**src/rtl/demux8_pkg.sv**
```systemverilog
// Shared types and constants for the demux8_stream slice.
// The broadcast state is only reachable when DEMUX_BCAST_EN is defined.
package demux8_pkg;

  localparam int SEL_W = 3;
  localparam int N_OUT = 8;

  localparam logic [N_OUT-1:0] ONEHOT_NONE = 8'h00;
  localparam logic [N_OUT-1:0] ONEHOT_ALL  = 8'hFF;

  typedef enum logic [1:0] {
    IDLE  = 2'd0,
    UNI   = 2'd1,
    BCAST = 2'd2
  } state_e;

  // Observation bundle: FSM state, channels still owed the held word, held select.
  typedef struct packed {
    state_e               state;
    logic [N_OUT-1:0]     pending;
    logic [SEL_W-1:0]     sel;
  } dbg_t;

endpackage

```
**src/rtl/demux8_stream_dec3to8.sv**
```systemverilog
// 3-to-8 one-hot decoder with enable; select bit 2 (s0) is the MSB.
// Output is all-zero when disabled.
module dec3to8
  import demux8_pkg::*;
(
  input  logic             en,
  input  logic [SEL_W-1:0] sel,
  output logic [N_OUT-1:0] onehot
);

  always_comb begin
    onehot = ONEHOT_NONE;
    if (en) begin
      case (sel)
        3'b000:  onehot = 8'h01;
        3'b001:  onehot = 8'h02;
        3'b010:  onehot = 8'h04;
        3'b011:  onehot = 8'h08;
        3'b100:  onehot = 8'h10;
        3'b101:  onehot = 8'h20;
        3'b110:  onehot = 8'h40;
        3'b111:  onehot = 8'h80;
        default: onehot = ONEHOT_NONE;
      endcase
    end
  end

endmodule

```
**src/rtl/demux8_stream.sv**
```systemverilog
// Registered 1-to-8 stream demultiplexer: one held word on a shared bus, one-hot valid.
// Optional broadcast to all channels is enabled with the DEMUX_BCAST_EN macro.
module demux8_stream
  import demux8_pkg::*;
#(
  parameter int WIDTH = 8
) (
  input  logic             clk,
  input  logic             rst_n,
  input  logic             in_valid,
  output logic             in_ready,
  input  logic [WIDTH-1:0] in_data,
  input  logic [SEL_W-1:0] in_sel,
`ifdef DEMUX_BCAST_EN
  input  logic             in_bcast,
`endif
  output logic [WIDTH-1:0] out_data,
  output logic [N_OUT-1:0] out_valid,
  input  logic [N_OUT-1:0] out_ready,
  output dbg_t             dbg
);

  // Handshake rules: a word moves on any port only when valid && ready at the
  // rising clk edge. in_ready is derived from state and out_ready, never from
  // in_valid; out_valid comes from registers only, never from out_ready.

  state_e           state, state_nxt;
  logic [SEL_W-1:0] sel_q, sel_nxt;
  logic [WIDTH-1:0] data_q, data_nxt;
  logic [N_OUT-1:0] uni_mask;
  logic             uni_drain;
  logic             ready_raw;
  logic             in_fire;
  logic             bcast_req;
  logic [N_OUT-1:0] pending_view;

`ifdef DEMUX_BCAST_EN
  logic [N_OUT-1:0] pending, pending_nxt;
  logic [N_OUT-1:0] pending_left;

  assign bcast_req    = in_bcast;
  assign pending_left = pending & ~out_ready;
  assign pending_view = pending;
`else
  assign bcast_req    = 1'b0;
  assign pending_view = out_valid;
`endif

  dec3to8 u_dec (
    .en     (state == UNI),
    .sel    (sel_q),
    .onehot (uni_mask)
  );

  assign uni_drain = |(uni_mask & out_ready);

`ifdef DEMUX_BCAST_EN
  assign out_valid = uni_mask | ((state == BCAST) ? pending : ONEHOT_NONE);
`else
  assign out_valid = uni_mask;
`endif

  assign out_data = data_q;

  always_comb begin
    ready_raw = 1'b0;
    case (state)
      IDLE:    ready_raw = 1'b1;
      UNI:     ready_raw = uni_drain;
`ifdef DEMUX_BCAST_EN
      BCAST:   ready_raw = (pending_left == ONEHOT_NONE);
`endif
      default: ready_raw = 1'b0;
    endcase
  end

  // Held low through reset so nothing is accepted on a reset edge.
  assign in_ready = rst_n & ready_raw;
  assign in_fire  = in_valid & in_ready;

  always_comb begin
    state_nxt = state;
    sel_nxt   = sel_q;
    data_nxt  = data_q;
`ifdef DEMUX_BCAST_EN
    pending_nxt = pending;
`endif

    case (state)
      IDLE: state_nxt = IDLE;
      UNI: begin
        if (uni_drain) state_nxt = IDLE;
      end
`ifdef DEMUX_BCAST_EN
      BCAST: begin
        pending_nxt = pending_left;
        if (pending_left == ONEHOT_NONE) state_nxt = IDLE;
      end
`endif
      default: state_nxt = IDLE;
    endcase

    // A new transfer overrides the drain decision above: full throughput.
    if (in_fire) begin
      data_nxt = in_data;
      sel_nxt  = in_sel;
      if (bcast_req) begin
        state_nxt = BCAST;
`ifdef DEMUX_BCAST_EN
        pending_nxt = ONEHOT_ALL;
`endif
      end else begin
        state_nxt = UNI;
`ifdef DEMUX_BCAST_EN
        pending_nxt = ONEHOT_NONE;
`endif
      end
    end
  end

  always_ff @(posedge clk) begin
    if (!rst_n) begin
      state  <= IDLE;
      sel_q  <= '0;
      data_q <= '0;
`ifdef DEMUX_BCAST_EN
      pending <= ONEHOT_NONE;
`endif
    end else begin
      state  <= state_nxt;
      sel_q  <= sel_nxt;
      data_q <= data_nxt;
`ifdef DEMUX_BCAST_EN
      pending <= pending_nxt;
`endif
    end
  end

  assign dbg.state   = state;
  assign dbg.pending = pending_view;
  assign dbg.sel     = sel_q;

endmodule

```
**config.mk**
```make
export PLATFORM = sky130hd
export DESIGN_NAME = demux8_stream
export DESIGN_NICKNAME = d
export VERILOG_FILES = /design/src/rtl/demux8_pkg.sv /design/src/rtl/demux8_stream_dec3to8.sv /design/src/rtl/demux8_stream.sv
export SDC_FILE = /design/constraint.sdc
export NUM_CORES = 1
export LEC_CHECK = 0
export ABC_AREA = 1
export CAP_MARGIN = 20
export CORE_MARGIN = 1
export CORE_UTILIZATION = 35
export DETAILED_ROUTE_END_ITERATION = 10
export GPL_TIMING_DRIVEN = 0
export PLACE_DENSITY = 0.72
export SKIP_LAST_GASP = 1
export SLEW_MARGIN = 20
export SYNTH_ARGS = -nofsm -noshare
export SYNTH_HDL_FRONTEND = slang
export SYNTH_SLANG_ARGS = --single-unit
```
**constraint.sdc**
```tcl
create_clock -name clk -period 1.47 [get_ports clk]
set_input_delay 0.294 -clock clk [delete_from_list [all_inputs] [get_ports clk]]
set_output_delay 0.294 -clock clk [all_outputs]
set_load 0.01 [all_outputs]
```
## Word level (Yosys, flattened, before mapping)

Memories as Yosys holds them, arrays and structs flattened. A register that Yosys moved wholly into a read port is not among the register bits.
Index checks and enable logic that the tools add are counted.

| word-level totals | value |
|---|---|
| register bits after elaboration | 12 |
| memory bits (read-only) | 64 |
| input port bits | 22 |
| output and inout bits | 30 |
| memories kept | 1 |

Memory list:

| name | depth | bits a word | rd ports | clocked after memory_dff | wr ports | RTL line | text |
|---|---|---|---|---|---|---|---|
| (no name shown) | 8 | 8 | 1 | 1 | 0 | demux8_stream_dec3to8.sv:14 | `case (sel)` |

| cells by class | value |
|---|---|
| eq/ne operators | 1 |
| muxes and demuxes | 7 |
| bitwise gates (word level) | 3 |
| reduce and logical (&&, ||, !) cells | 2 |

Operators by type and width:

| cell | count |
|---|---|
| $and 8x8->8 | 1 |
| $mux 8 | 1 |
| $reduce_or 8->1 | 1 |
| $mux 3 | 2 |
| $mux 1 | 3 |
| $ne 3x3->1 const B | 1 |
| $and 1x1->1 | 2 |
| $logic_not 2->1 | 1 |
| $pmux 1 s2 | 1 |

## Depth between registers and ports, before layout

Gate-level depths: netlist of run 1.

| depth | value |
|---|---|
| depth after elaboration | 8 |
| depth in mapped cells | 12 |
| gate-level depth less buffers | 10 |

## Cells and area by module

Synthesis of run 1 repeated with hierarchy kept, for this count alone.

| second synthesis, totals | value |
|---|---|
| cell total of the unflattened synthesis | 122 |
| area, all modules | 748.2 um2 |

By module, submodules not included:

| module | instances | cells an instance | area an instance (um2) | sequential area each (um2) |
|---|---|---|---|---|
| demux8_stream | 1 | 105 | 684.4 | 240.2 |
| dec3to8 | 1 | 17 | 63.8 | 0.0 |

## Least setup slack after synthesis of run 1

No wires, ideal clock.

| timing path | value |
|---|---|
| path kind | register to register |
| start point | register state[0] |
| end point | register with a tool-made name |
| data arrival time | 1.314 ns |
| slack | 0.043 ns |
| stages on the path, launching flop included | 12 |
| period minus slack after synthesis | 1.427 ns |
| cells stage by stage | dfxtp_1 buf_6 nand3_4 nor2_8 nand2_4 nand3_4 buf_6 nand2_4 nand2_4 inv_2 nand2_1 nor2_1 |

RTL lines:

| element | RTL line | text |
|---|---|---|
| start: declaration | demux8_stream.sv:27 | `state_e state, state_nxt;` |
| start signal: assignment | demux8_stream.sv:130 | `state <= state_nxt;` |

## Final worst setup path of run 1

| timing path | value |
|---|---|
| start point | input out_ready[1] |
| end point | output in_ready |

| between the ends | value |
|---|---|
| longest elaborated chain between the ends | 4 |

RTL lines:

| element | RTL line | text |
|---|---|---|
| start: declaration | demux8_stream.sv:19 | `input logic [N_OUT-1:0] out_ready,` |
| $and 8x8->8 | demux8_stream.sv:55 | `assign uni_drain = \|(uni_mask & out_ready);` |
| $reduce_or 8->1 | demux8_stream.sv:55 |  |
| $pmux 1 s2 | demux8_stream.sv:67 | `case (state)` |
| $and 1x1->1 | demux8_stream.sv:78 | `assign in_ready = rst_n & ready_raw;` |
| end: declaration | demux8_stream.sv:11 | `output logic in_ready,` |

Every way passes these cells.

==> results of run 1 <==
layer usage:
metal / share of wire (%) / routed length, um / vias to the layer above / global-route usage (%)
met5: 0 / 0 / - / 0
met2: 48 / 1160 / 57 / 29.8
met3: 10 / 242 / 6 / 5.15
met4: 1.6 / 39 / 0 / 9.29
li1: - / - / 500 / -
met1: 40 / 978 / 431 / 16.0
critical path, cell delays in order:
cell             delay (ps)
clkdlybuf4s50_1         530
nand3_4                 100
nand2_4                 100
nor2_8                   50
a21oi_4                 160
buf_6                   120
stage by stage:
| step | power (mW) | cell area [um2] | hold WS [ps] | setup TNS (ps) |
|---|---|---|---|---|
| after floorplan | 0.768 | 998 | 432 | 0 |
| after global placement | 0.921 | 1540 | 450 | -6710 |
| after detailed placement | 0.927 | 1540 | 457 | -7280 |
| after CTS | 1.36 | 1620 | 470 | -1090 |
| after global routing | 1.45 | 1700 | 486 | -4010 |
| final | 1.39 | 1700 | 465 | -2180 |
cell type report:
cell class	instances	area share, %
sequential	20	23.7
tap	31	2.28
timing repair buffer	60	32.1
clock buffer	3	1.32
clock inverter	1	1.76
buffer	14	7.35
inverter	14	3.09
multi-input combinational	74	28.4
layout by cell type, fill, tap and decap left out, drive strengths merged:
master and n:
a21oi 2, buf 27, bufinv 1, clkbuf 11, clkdlybuf4s15 7, clkdlybuf4s50 19
conb 1, dfxtp 20, dlygate4sd2 12, dlymetal6s2s 1, inv 14, nand2 33
nand3 26, nand4 2, nor2 10
Yosys cell counts:
cell	instances	area [um2]
dfxtp_1	20	400
inv_1	12	45.0
nor2_2	1	6.26
nand2_4	4	45.0
a21oi_4	1	16.3
nand3_4	2	35.0
inv_2	2	7.51
conb_1	1	3.75
nor2_8	1	20.0
nand3_2	2	20.0
buf_4	10	75.1
clkbuf_8	2	27.5
nand4_1	2	12.5
a21oi_1	1	5.00
nand2_1	26	97.6
nand2_2	3	18.8
nand3_1	22	110
buf_6	2	22.5
nor2_1	8	30.0
logic make-up (layout without fill, tap and decap cells):
kind of cell | count (synthesis) | in the layout | synth area share, %
flops | 20 | 20 | 40.1
buf+inv | 28 | 92 | 17.8
compound gates | 2 | 2 | 2.13
other cells | 1 | 1 | 0.376
simple gates | 71 | 71 | 39.6
power by group:
group / total (mW) / switching [mW] / internal [mW]
Sequential: 0.607 / 0.0252 / 0.582
Combinational: 0.338 / 0.157 / 0.181
Clock: 0.448 / 0.173 / 0.276
worst max-delay path by stage:
stage            startpoint       end  slack [ps]
6_report       out_ready[1]  in_ready        -180
4_1_cts            state[0]  in_ready        -150
2_1_floorplan      state[0]  register          40
3_3_place_gp   out_ready[1]  in_ready        -750
5_1_grt        out_ready[1]  in_ready        -210
3_5_place_dp   out_ready[5]  in_ready        -760
what timing repair did:
item	in CTS	in global routing
pin swaps	4	6
gates cloned	1	0
gates resized for setup	72	29
endpoints found under the setup margin	37	35
setup buffers	5	4
==> flow_metrics.tcl, run 1 <==
set metrics [dict create \
    status "finished with violations" \
    violations "negative setup slack" \
    clk_latency_ps 310 \
    period_share_pct 112 \
    antenna_cells 0 \
    synth_fp_nets 144 \
    critPathCaptureType "output pin" \
    slew_violations 0 \
    fillCellCount 245 \
    min_from "out_data[4]" \
    regToRegSetupSlack_ps -90 \
    crit_type "input port to output pin" \
    antenna_left 0 \
    cts.sinks 20 \
    multi_input_area_um2 483 \
    place_hpwl_mm 1.76 \
    finClkSkew_ps 10.1 \
    first_global_vias 958 \
    die_y_um 55.4 \
    hold_viol 0 \
    die_w_um 55.4 \
    antenna_found_initial 0 \
    gr-usage-all-layers_pct 16.3 \
    postSynthCellCount 122 \
    reg2reg_depth 13 \
    setup_viol 28 \
    syn_to_final_growth_pct 70.6 \
    core.rowCount 19 \
    min_to "out_data[4]" \
    layout.nets 209 \
    worstPathArrival_ps 1350 \
    routedWlPerCell_um 11.1 \
    route.detailed.drc 0 \
    drt_iter0_markers 14 \
    drive_gt1_share_pct 42.5 \
    dieArea_um2 3070 \
    p_leak_nw 0.870 \
    vias 994 \
    cts_tree "done" \
    yosysSeqAreaShare_pct 40.1 \
    wirelength_mm 2.42 \
    io_buffer_count 50 \
    pin_count 52 \
    gp_congestion 0.731 \
    cp.required_ps 1180 \
    grt_max_degree 13 \
    cp_max_fo 2 \
    synth_area_um2 998 \
    power_density_nw_per_um2 818 \
    clock_path_buffers 2 \
    numCtsBuffers 3 \
    yosys_warnings 0 \
    cts-htree-levels 1 \
    avgViaCountPerCell 4.58 \
    peakVddDrop_mv 0.957 \
    min_period_ps 1650 \
    holdBufCountCts 0 \
    first_pass_iters 4 \
    fmax_ghz 0.608 \
    grt_pass1_wl_mm 4.01 \
    ys_ff_latch 20 \
    maxCapViolCount 0 \
    dp_slack_ps -762 \
    fin_util_pct 62.3 \
    critPathLaunchType "input port" \
    placed_cells 203 \
    start_util_pct 36.5 \
    final_cells 217 \
    hp-class "register to register" \
    ff_latch_area_um2 404 \
    grt_overflow 0 \
    yosysUniqueCellTypes 19 \
    rsz0062_at_grt "yes" \
    hold-path-cell-count 2 \
    r2r-start "state[0]" \
    coreArea_um2 2730 \
    clk_pin_slew_ps 110 \
    setup_ws_ps -176 \
    synth.avg_cell_area_um2 8.18 \
    clockRootBuffer "clkbuf_4" \
]
(Power assumes the default switching activity.)
==> run 2, diff against run 1 <==
CORE_UTILIZATION = 39   (was 35)
PLACE_DENSITY = 0.76   (was 0.72)
SLEW_MARGIN = 10   (was 20)
clock period = 1.65 ns   (was 1.47 ns; I/O delays follow)
==> run 2 against run 1 <==
Net effect: the flow now finishes without violations; register-to-register slack better by 230 ps; final area is 6.8% lower; setup slack improved by 180 ps; wire length is 1.0% lower; clock skew is 2.5 ps lower; clock power is 50% lower; critical endpoint unchanged; largest cell class unchanged.
==> flow_metrics.tcl, run 2 (synthesis results as in run 1) <==
set metrics [dict create \
    clock_path_buffers 2 \
    dieArea_um2 2770 \
    cts-htree-levels 1 \
    ff_latch_area_um2 404 \
    setup_ws_ps 3.20 \
    die_y_um 52.6 \
    status "completed" \
    avgViaCountPerCell 4.64 \
    core.rowCount 17 \
    final_common_cell "clkdlybuf4s50_1" \
    hold-path-cell-count 3 \
    dp_slack_ps -678 \
    maxCapViolCount 0 \
    drive_gt1_share_pct 25.4 \
    routedWlPerCell_um 11.7 \
    gr-usage-all-layers_pct 19.6 \
    layout.nets 201 \
    antenna_cells 0 \
    grt_overflow 0 \
    peakVddDrop_mv 0.770 \
    hold_viol 0 \
    grt_max_degree 11 \
    cts.sinks 20 \
    syn_to_final_growth_pct 58.9 \
    p_leak_nw 0.816 \
    coreArea_um2 2320 \
    setup_viol 0 \
    worstPathArrival_ps 1320 \
    final_cell_mix "clkdlybuf4s50_1 (30), nand2_1 (24), nand3_1 (20)" \
    antenna_left 0 \
    stdcell_area_um2 1590 \
    grt_pass1_wl_mm 3.95 \
    fillCellCount 207 \
    min_to "state[0]" \
    gp_congestion 0.729 \
    slew_violations 0 \
    finClkSkew_ps 7.52 \
    finalPower_mw 1.05 \
    rsz0062_at_grt "yes" \
    min_from "rst_n" \
    reg2reg_depth 12 \
    route.detailed.drc 0 \
    multi_input_area_um2 453 \
    holdBufCountCts 0 \
    crit_type "input port to output pin" \
    fmax_ghz 0.607 \
    cp_max_fo 2 \
    fin_setup_tns_ps 0 \
    cp.required_ps 1320 \
    vias 951 \
    die_w_um 52.6 \
    critPathCaptureType "output pin" \
    start_util_pct 43.1 \
    drt_iter0_markers 18 \
    pin_count 52 \
    r2r-start "state[0]" \
    placed_area_um2 1530 \
    place_hpwl_mm 1.95 \
    regToRegSetupSlack_ps 140 \
    clk_latency_ps 300 \
    clockRootBuffer "clkbuf_4" \
    first_pass_iters 4 \
    critPathLaunchType "input port" \
    first_global_vias 911 \
    cts_tree "done" \
    antenna_found_initial 0 \
    numCtsBuffers 3 \
    io_buffer_count 50 \
    period_share_pct 99.8 \
    min_period_ps 1650 \
    fin_util_pct 68.4 \
    wirelength_mm 2.39 \
    clk_pin_slew_ps 110 \
    power_density_nw_per_um2 659 \
    hp-class "input port to register" \
]
run 2: cell types whose count changed in the layout (fill, tap and decap cells not counted), sizes merged:
| cell | delta |
|---|---|
| clkdlybuf4s15 | -3 |
| bufinv | -1 |
| clkdlybuf4s50 | +11 |
| dlygate4sd2 | -3 |
| buf | -12 |
| clkbuf | -2 |
| dlymetal6s2s | +1 |
run 2: layout make-up:
| class | count | share of cell area (%) |
|---|---|---|
| inverter | 14 | 3.31 |
| multi-input combinational | 74 | 28.5 |
| sequential | 20 | 25.5 |
| buffer | 14 | 7.89 |
| clock buffer | 3 | 1.42 |
| tap | 28 | 2.21 |
| timing repair buffer | 52 | 31.2 |
run 2: critical path, stage by stage:
cell             delay [ps]
clkdlybuf4s50_1         480
nand3_2                 100
nand2_4                  90
nor2_8                   40
a21oi_4                 150
buf_6                   120
run 2: timing repair:
action                     4_1_cts  5_1_grt
setup buffers                    2        0
setup endpoints to repair       18       11
pin swaps                        1        4
gates resized for setup         21       25
run 2: through the flow:
step | hold WS [ps] | cells
after floorplan | 468 | 122
after global placement | 449 | 200
after detailed placement | 461 | 200
after CTS | 477 | 205
after global routing | 486 | 205
final | 470 | 205
run 2: worst max-delay path by stage:
stage / slack, ps / startpoint / depth (start not counted) / to
detailed placement: -680 / out_ready[1] / 6 / in_ready
global route: -40 / state[0] / 6 / in_ready
CTS: -200 / out_ready[1] / 6 / in_ready
finish: 3 / out_ready[1] / 6 / in_ready
global placement: -660 / out_ready[1] / 6 / in_ready
floorplan: 220 / state[0] / 11 / register
run 2: per-layer routing:
layer / global-route usage [%] / up-vias / part of all wire [%]
met1: 23.1 / 432 / 40
met4: 7.89 / 0 / 1.0
met3: 2.61 / 2 / 4.4
met2: 35.0 / 30 / 54
li1: - / 487 / -
met5: 0 / - / 0
run 2: power breakdown:
| part | switching, mW | internal (mW) |
|---|---|---|
| sequential | 0.0211 | 0.519 |
| clock | 0.140 | 0.0850 |
| combinational | 0.127 | 0.154 |
